===== src/rtl/lsu.sv =====
// Load/store unit: one in-flight data-memory access with lane shifting, load extension and a wait timeout.
// Latency: accept -> WAIT_GNT -> WAIT_RVALID -> registered lsu_valid_op; at least 3 cycles after acceptance.
// Backpressure: requests arriving while lsu_busy_op=1 are dropped; a withheld gnt/rvalid ends in lsu_err_op after TIMEOUT_CYCLES.
// Optional feature macro: LSU_MISALIGN_CHECK_EN (reject misaligned half/word accesses instead of aligning them).
module lsu #(
  parameter int unsigned TIMEOUT_CYCLES = 16
) (
  input  logic        clk,
  input  logic        reset,
  input  logic        lsu_req_ip,
  input  logic        lsu_we_ip,
  input  logic [1:0]  lsu_size_ip,
  input  logic        lsu_unsigned_ip,
  input  logic [31:0] alu_result_ip,
  input  logic        alu_valid_ip,
  input  logic [31:0] lsu_wdata_ip,
  output logic        data_req_op,
  output logic        data_we_op,
  output logic [31:0] data_addr_op,
  output logic [3:0]  data_be_op,
  output logic [31:0] data_wdata_op,
  input  logic        data_gnt_ip,
  input  logic        data_rvalid_ip,
  input  logic [31:0] data_rdata_ip,
  output logic [31:0] lsu_rdata_op,
  output logic        lsu_valid_op,
  output logic        lsu_busy_op,
  output logic        lsu_err_op
);

  typedef enum logic [1:0] {IDLE, WAIT_GNT, WAIT_RVALID} state_t;

  // Counter value seen during the last permitted cycle of a wait state.
  localparam logic [7:0] CNT_LAST = 8'(TIMEOUT_CYCLES - 1);

  state_t      r_state;
  state_t      w_next;
  logic [7:0]  r_cnt;
  logic [31:0] r_addr;
  logic [3:0]  r_be;
  logic [31:0] r_wdata;
  logic [1:0]  r_size;
  logic [1:0]  r_off;
  logic        r_uns;
  logic        r_we;
  logic [31:0] r_rdata;
  logic        r_valid;
  logic        r_err;

  logic        w_accept;
  logic        w_done;
  logic        w_fail;
  logic [1:0]  w_off;
  logic [3:0]  w_be;
  logic [31:0] w_wdata;
  logic [31:0] w_shift;
  logic [31:0] w_load;
`ifdef LSU_MISALIGN_CHECK_EN
  logic        w_misalign;
`endif

  // Request decode: aligned lane offset, byte enables and replicated store data.
  always_comb begin
    w_off   = 2'b00;
    w_be    = 4'b1111;
    w_wdata = lsu_wdata_ip;
    case (lsu_size_ip)
      2'b00: begin
        w_off   = alu_result_ip[1:0];
        w_be    = 4'b0001 << alu_result_ip[1:0];
        w_wdata = {4{lsu_wdata_ip[7:0]}};
      end
      2'b01: begin
        w_off   = {alu_result_ip[1], 1'b0};
        w_be    = 4'b0011 << {alu_result_ip[1], 1'b0};
        w_wdata = {2{lsu_wdata_ip[15:0]}};
      end
      default: begin
        w_off   = 2'b00;
        w_be    = 4'b1111;
        w_wdata = lsu_wdata_ip;
      end
    endcase
  end

`ifdef LSU_MISALIGN_CHECK_EN
  // Half needs addr[0]=0, word (size 10/11) needs addr[1:0]=0.
  assign w_misalign = ((lsu_size_ip == 2'b01) && alu_result_ip[0]) ||
                      (lsu_size_ip[1] && (alu_result_ip[1:0] != 2'b00));
`endif

  // Next-state logic with accept/complete/error strobes.
  always_comb begin
    w_next   = r_state;
    w_accept = 1'b0;
    w_done   = 1'b0;
    w_fail   = 1'b0;
    case (r_state)
      IDLE: begin
        if (lsu_req_ip && alu_valid_ip) begin
`ifdef LSU_MISALIGN_CHECK_EN
          if (w_misalign) begin
            w_fail = 1'b1;
          end else begin
            w_accept = 1'b1;
            w_next   = WAIT_GNT;
          end
`else
          w_accept = 1'b1;
          w_next   = WAIT_GNT;
`endif
        end
      end
      WAIT_GNT: begin
        if (data_gnt_ip) begin
          w_next = WAIT_RVALID;
        end else if (r_cnt == CNT_LAST) begin
          w_fail = 1'b1;
          w_next = IDLE;
        end
      end
      WAIT_RVALID: begin
        if (data_rvalid_ip) begin
          w_done = 1'b1;
          w_next = IDLE;
        end else if (r_cnt == CNT_LAST) begin
          w_fail = 1'b1;
          w_next = IDLE;
        end
      end
      default: w_next = IDLE;
    endcase
  end

  // Load lane extraction: shift selected lane to bit 0, then sign/zero extend.
  assign w_shift = data_rdata_ip >> {r_off, 3'b000};
  always_comb begin
    case (r_size)
      2'b00:   w_load = {{24{~r_uns & w_shift[7]}},  w_shift[7:0]};
      2'b01:   w_load = {{16{~r_uns & w_shift[15]}}, w_shift[15:0]};
      default: w_load = data_rdata_ip;
    endcase
  end

  // State register.
  always_ff @(posedge clk or posedge reset) begin
    if (reset) r_state <= IDLE;
    else       r_state <= w_next;
  end

  // Wait counter: cleared on every state change, counts while waiting.
  always_ff @(posedge clk or posedge reset) begin
    if (reset)                   r_cnt <= 8'd0;
    else if (w_next != r_state)  r_cnt <= 8'd0;
    else if (r_state != IDLE)    r_cnt <= r_cnt + 8'd1;
  end

  // Access capture, result register and one-cycle status pulses.
  always_ff @(posedge clk or posedge reset) begin
    if (reset) begin
      r_addr  <= 32'd0;
      r_be    <= 4'd0;
      r_wdata <= 32'd0;
      r_size  <= 2'd0;
      r_off   <= 2'd0;
      r_uns   <= 1'b0;
      r_we    <= 1'b0;
      r_rdata <= 32'd0;
      r_valid <= 1'b0;
      r_err   <= 1'b0;
    end else begin
      r_valid <= w_done;
      r_err   <= w_fail;
      if (w_accept) begin
        r_addr  <= {alu_result_ip[31:2], 2'b00};
        r_be    <= w_be;
        r_wdata <= w_wdata;
        r_size  <= lsu_size_ip;
        r_off   <= w_off;
        r_uns   <= lsu_unsigned_ip;
        r_we    <= lsu_we_ip;
      end
      if (w_done) begin
        r_rdata <= r_we ? 32'd0 : w_load;
      end
    end
  end

  assign data_req_op   = (r_state == WAIT_GNT);
  assign data_we_op    = r_we;
  assign data_addr_op  = r_addr;
  assign data_be_op    = r_be;
  assign data_wdata_op = r_wdata;
  assign lsu_rdata_op  = r_rdata;
  assign lsu_valid_op  = r_valid;
  assign lsu_busy_op   = (r_state != IDLE);
  assign lsu_err_op    = r_err;

endmodule


===== config.mk =====
export PLATFORM = sky130hd
export DESIGN_NAME = lsu
export DESIGN_NICKNAME = d
export VERILOG_FILES = /design/src/rtl/lsu.sv
export SDC_FILE = /design/constraint.sdc
export NUM_CORES = 1
export LEC_CHECK = 0
export ABC_AREA = 1
export CAP_MARGIN = 0
export CORE_MARGIN = 2
export CORE_UTILIZATION = 47
export CTS_BUF_LIST = sky130_fd_sc_hd__clkbuf_16
export CTS_CLUSTER_SIZE = 12
export DETAILED_ROUTE_END_ITERATION = 6
export HOLD_SLACK_MARGIN = 0.15
export PLACE_DENSITY_LB_ADDON = 0.1
export SYNTH_ARGS = -nofsm -noshare
export SYNTH_HDL_FRONTEND = slang
export SYNTH_SLANG_ARGS = --single-unit

===== constraint.sdc =====
create_clock -name clk -period 6.35 [get_ports clk]
set_input_delay 1.27 -clock clk [delete_from_list [all_inputs] [get_ports clk]]
set_output_delay 1.27 -clock clk [all_outputs]
set_load 0.01 [all_outputs]

Word-level counts from Yosys, hierarchy flattened
Cells that the tools add are included.
{"block": "op_classes", "addsub": 1, "mux": 20, "n_lt_le_gt_ge": 0, "n_eq_ne": 6, "div": 0, "n_reduce_logical": 6, "n_bitwise": 3, "shift": 3, "mul": 0}
{"op": "$pmux W32 S2", "n": 2}
{"op": "$mux W32", "n": 1}
{"op": "$shr A32 B5 Y16", "n": 1}
{"op": "$mux W8", "n": 2}
{"op": "$add A8 B1 Y8 const B", "n": 1}
{"op": "$eq A8 B4 Y1 const B", "n": 1}
{"op": "$mux W2", "n": 4}
{"op": "$pmux W4 S2", "n": 1}
{"op": "$mux W1", "n": 7}
{"op": "$eq A2 B1 Y1 const B", "n": 3}
{"op": "$logic_not A2 Y1", "n": 3}
{"op": "$pmux W2 S3", "n": 1}
{"op": "$pmux W2 S2", "n": 1}
{"op": "$reduce_bool A2 Y1", "n": 2}
{"op": "$shl A1 B2 Y4 const A", "n": 1}
{"op": "$shl A2 B2 Y4 const A", "n": 1}
{"op": "$and A1 B1 Y1", "n": 2}
{"op": "$eq A2 B2 Y1 const B", "n": 1}
{"op": "$ne A2 B2 Y1", "n": 1}
{"op": "$pmux W1 S2", "n": 1}
{"op": "$logic_and A1 B1 Y1", "n": 1}
{"op": "$not A1 Y1", "n": 1}
{"block": "word_totals", "latchBits": 0, "in_bits": 106, "ram_bits": 0, "output_inout_bits": 105, "elab_cells": 51, "ff_bits": 116, "romBits": 0, "n_memories": 0}

Logic depth before layout (Yosys ltp)
{"block": "logic_depth", "ltp_word": 6, "depth_mapped": 12, "depth_no_buf": 12}

Worst setup path after synthesis
No wires, ideal clock.
{"block": "synth_path", "kind": "in2reg", "startpoint": "in data_rvalid_ip", "endpoint": "reg r_rdata[26] (netlist: lsu_rdata_op[26])", "slack_ns": 4.070, "arrival_ns": 2.215, "required_time_ns": 6.284, "n_path_buf": 1, "path_stages": 7, "setup_ns": 0.066, "path_cell_list": "nand2_1 -> nor2_1 -> clkinv_1 -> buf_2 -> nor2_1 -> nand2_1 -> nand2_1"}
{"block": "synth_via", "elab_chain_cells": 2}
{"element": "start: declaration", "line": "23", "source": "input logic data_rvalid_ip,"}
{"element": "$mux W1", "line": "123", "source": "if (data_rvalid_ip) begin"}
{"element": "$mux W1", "line": "98", "source": "case (r_state)"}
{"element": "end signal: assignment", "line": "184", "source": "r_rdata <= r_we ? 32'd0 : w_load;"}
{"element": "end: declaration", "line": "46", "source": "logic [31:0] r_rdata;"}
No other way between the ends.
A chain may end at the register's enable or synchronous reset.

Final worst setup path
{"block": "layout_path", "startpoint": "in data_rvalid_ip", "endpoint": "reg r_rdata[16] (netlist: lsu_rdata_op[16])"}
The elaborated chain is that of the path after synthesis.

==> impl_summary.txt <==
----------------------------------------------------
[Power]
  Clock power share ... 0.243
  Share of power burned in registers ... 0.335
  Largest vdd supply drop ... 0.000279 V
  P_sw ... 1.37 mW
  Combinational fraction of design power ... 0.422
  Reported leakage power ... between 3 and 4 nW
  Sw frac ... 0.356
  Pwr dens ... 476 mW/mm2
  Internal power ... 2.48 mW

[GRT]
  Number of global-route vias before repair ... 5,211
  Grt met2 use ... 0.425
  Routing usage on met1 ... 0.330
  First-pass GRT wire length ... between 20,000 and 30,000 um
  Antenna violations before repair ... 0
  GR Overflow Total ... 0
  Total GRT Usage ... 0.263
  Met3 capacity usage during global routing ... 0.0875
  Maximum number of pins on one net before global-route repair ... 72
  GRT Max-Usage Layer ... met2

[Logic synthesis]
  Post-synth EDFFs ... 0
  Main combinational cell family by area after synthesis ... simple AND/OR/NAND/NOR gates
  Library cell occupying the most area in the post-synthesis netlist ... dfrtp_1
  Most used standard cells in the synthesized netlist ... nand2_1, dfrtp_1, o21ai_0
  Share of the synthesized area in the top cell type ... 0.539
  Proportion of synthesized flip-flops having asynchronous set or reset ... 1.00
  Synth top area cells ... dfrtp_1, nand2_1, o21ai_0, nor2_1, inv_1
  Number of distinct library cells after synthesis ... 32
  #FFs+latches synth ... 116
  Dominant cell by count in the synthesized netlist ... nand2_1
  Area of the mapped netlist ... 0.00538 mm2
  Multiplexer share of the synthesized area ... 0.00186
  Fraction of the mapped netlist area in adder cells ... 0.0116
  Average footprint of a synthesized cell ... 8.15 um2
  Area fraction in compound gates after synthesis ... 0.152
  Xor and xnor area share after synthesis ... 0.0114
  Flip-flop cell with the highest count after synthesis ... dfrtp_1
  Warnings, synthesis ... 0
  Fraction of the yosys area taken by sequential cells ... 0.539
  Post-synthesis instance total ... 660
  Fraction of the mapped netlist area in simple logic gates ... 0.224

[Status]
  Violated checks ... DRC
  Status ... finished with violations

[Floorplanning]
  Area enclosed by the die boundary ... 0.0123 mm2
  Vert. Die Dim ... roughly 110 um
  Initial core utilization ... 0.477
  Placeable core area ... 0.0113 mm2
  I/O pin cnt ... approximately 210
  Standard-cell rows ... 39
  Die W ... approximately 110 um

[Final layout]
  Fraction of final layout cells sized beyond drive strength 1 ... 0.0517
  Filler cells ... 911
  Area of the multi-input gates ... around 0.0022 mm2
  End-of-flow core utilization ... 0.718
  Post-route non-filler standard cell count ... between 1,000 and 1,500
  Register cell area after layout ... 0.00290 mm2
  Number of nets in the finished design ... 969
  Layout overhead on the synthesized area ... 50.4%
  # diodes ... 0

[STA]
  Time the final worst path needs with I/O delays and setup ... 3.58 ns
  Tightest slew margin relative to the limit ... 0.405
  Sum of negative setup slack ... 0 ns
  Final max-slew violation count ... 0
  Worst-Margin Slew ... about 0.9 ns
  Hold Slack ... 0.468 ns
  Unrepaired setup endpoints after global routing ... no
  Number of hold violations in the final report ... 0
  Post-Route Skew ... 0.00760 ns
  Endpoints failing setup ... 0
  Maximum operating frequency ... about 280 MHz
  Share of the clock period used by the worst path after layout ... 0.564

[Worst setup path]
  Endpoint type of the worst setup path ... flip-flop
  CP Launch Type ... input port
  Critical setup path kind ... in -> reg
  Required arrival time at the worst endpoint ... between 6 and 7 ns
  Critical-path maximum fanout ... 34
  Worst EP arrival ... 3.93 ns

[CTS]
  Buffer type at the clock tree root ... clkbuf_16
  Count of buffers added by post-CTS timing repair for setup ... 0
  Gates resized, CTS repair ... 0
  Max clock buf depth ... 2
  Post-CTS clock slew at the launch and capture registers of the worst setup and hold paths ... 0.05 ns
  CTS Hold Buffers Added ... 0
  CTS H-Tree Depth ... 4
  TritonCTS Buffers ... 17
  Number of clock sinks ... about 120
  Worst-skew pair later-pin latency ... 0.41 ns
  TritonCTS clock tree ... yes

[Route]
  Remaining number of nets flagged by the antenna check after routing ... 0
  DRC viols ... 3
  Via total after detailed routing ... ~5,300
  Vias per std cell ... about 5.2
  Router iterations before antenna repair ... 7
  Wire length per cell ... 15.6 um
  Number of design-rule violations left by the first detailed-router iteration ... approximately 390
  Final wirelength ... 15,900 um

[Placed design]
  Final weighted congestion in routability-driven placement ... 0.977
  Cell count after placement ... 982
  Total of buffers placed on input and output ports ... 208
  Final HPWL from detailed placement ... roughly 11,000 um

[Flow run]
  Number of max-cap violations ... 0

[Min path]
  Class of the tightest hold or removal check ... reg -> reg

----------------------------------------------------
sequential cells by signal (all words and copies together) (netlist names), 2 cells and up:
name           flops
data_wdata_op     32
lsu_rdata_op      32
data_addr_op      30
r_cnt              8
data_be_op         4
r_off              2
r_size             2
r_state            2
metrics by stage:
stage | area, um2 | worst slack, ns | power [mW]
after floorplan | 5390 | 2.01 | 2.05
final | 8090 | 2.77 | 3.85
after global placement | 7520 | 2.51 | 2.87
after CTS | 8090 | 2.76 | 3.87
after detailed placement | 7520 | 2.42 | 2.91
after global routing | 8090 | 2.39 | 4.09
critical path, stage by stage:
cell             delay (ns)
clkdlybuf4s50_1        0.48
nand2_1                0.05
buf_4                  0.24
nor2_1                 0.72
clkinv_1               0.65
a21oi_1                0.35
nand2_1                0.09
nand2_1                0.07
final cells by class:
class / instances / area share
Clock inverter: 15 / 0.0184
Sequential cell: 116 / 0.359
Clock buffer: 17 / 0.0526
Tap cell: 143 / 0.0221
Inverter: 43 / 0.0203
Multi-Input combinational cell: 469 / 0.268
Timing Repair Buffer: 211 / 0.260
cell families (layout without fill, tap and decap cells):
logic type,Yosys count,after routing
adders and majority gates,5,5
and+or+nand+nor,311,311
AOI/OAI and AO/OA,143,143
xor gates and xnor gates,7,7
other,1,2
muxes,1,1
buffers and inverters,76,286
DFF,116,116
metal layers:
layer / share of wire / wire length, um
met5: 0 / 0
met3: 0.076 / 1200
met4: 0.023 / 361
met1: 0.42 / 6630
met2: 0.48 / 7680
layout by cell type (no fill, tap or decap), types with 2 or more instances in the layout:
master and n:
ha_1 5, o221ai_1 7, xnor2_1 2, conb_1 2
inv_2 4, nand4_1 2, clkbuf_16 17, o21ai_1 4
nor2_2 2, nand2_1 248, dfrtp_1 116, nand3_1 4
bufinv_16 3, a221oi_1 8, inv_1 39, a21oi_1 26
nand2_2 4, a311oi_1 6, clkdlybuf4s50_1 208, clkinv_1 4
buf_4 3, xor2_1 5, clkinv_2 5, clkinvlp_4 2
nor2_1 48, o21ai_2 2, o21ai_0 87
power groups by stage:
stage          clock network (mW)  logic, mW  registers (mW)
2_1_floorplan                   0      0.666            1.38
3_3_place_gp                    0       1.58            1.29
3_5_place_dp                    0       1.62            1.29
4_1_cts                     0.946       1.63            1.29
5_1_grt                     0.978       1.78            1.33
6_report                    0.935       1.62            1.29
final timing paths:
check                      slack (ns)  cells past startpoint                            to                    startpoint
max                              2.77                      8  lsu_rdata_op[16]$_DFFE_PP0P_                data_rvalid_ip
min                              0.47                      2  data_addr_op[24]$_DFFE_PP0P_  data_addr_op[24]$_DFFE_PP0P_
max reg2reg                      3.34                      8  data_wdata_op[8]$_DFFE_PP0P_          r_state[0]$_DFF_PP0_
min reg2reg                      0.47                      2  data_addr_op[24]$_DFFE_PP0P_  data_addr_op[24]$_DFFE_PP0P_
max in group asynchronous        3.81                      3  lsu_rdata_op[10]$_DFFE_PP0P_                         reset
min in group asynchronous        1.41                      2  data_addr_op[12]$_DFFE_PP0P_                         reset
(Power assumes the default switching activity.)
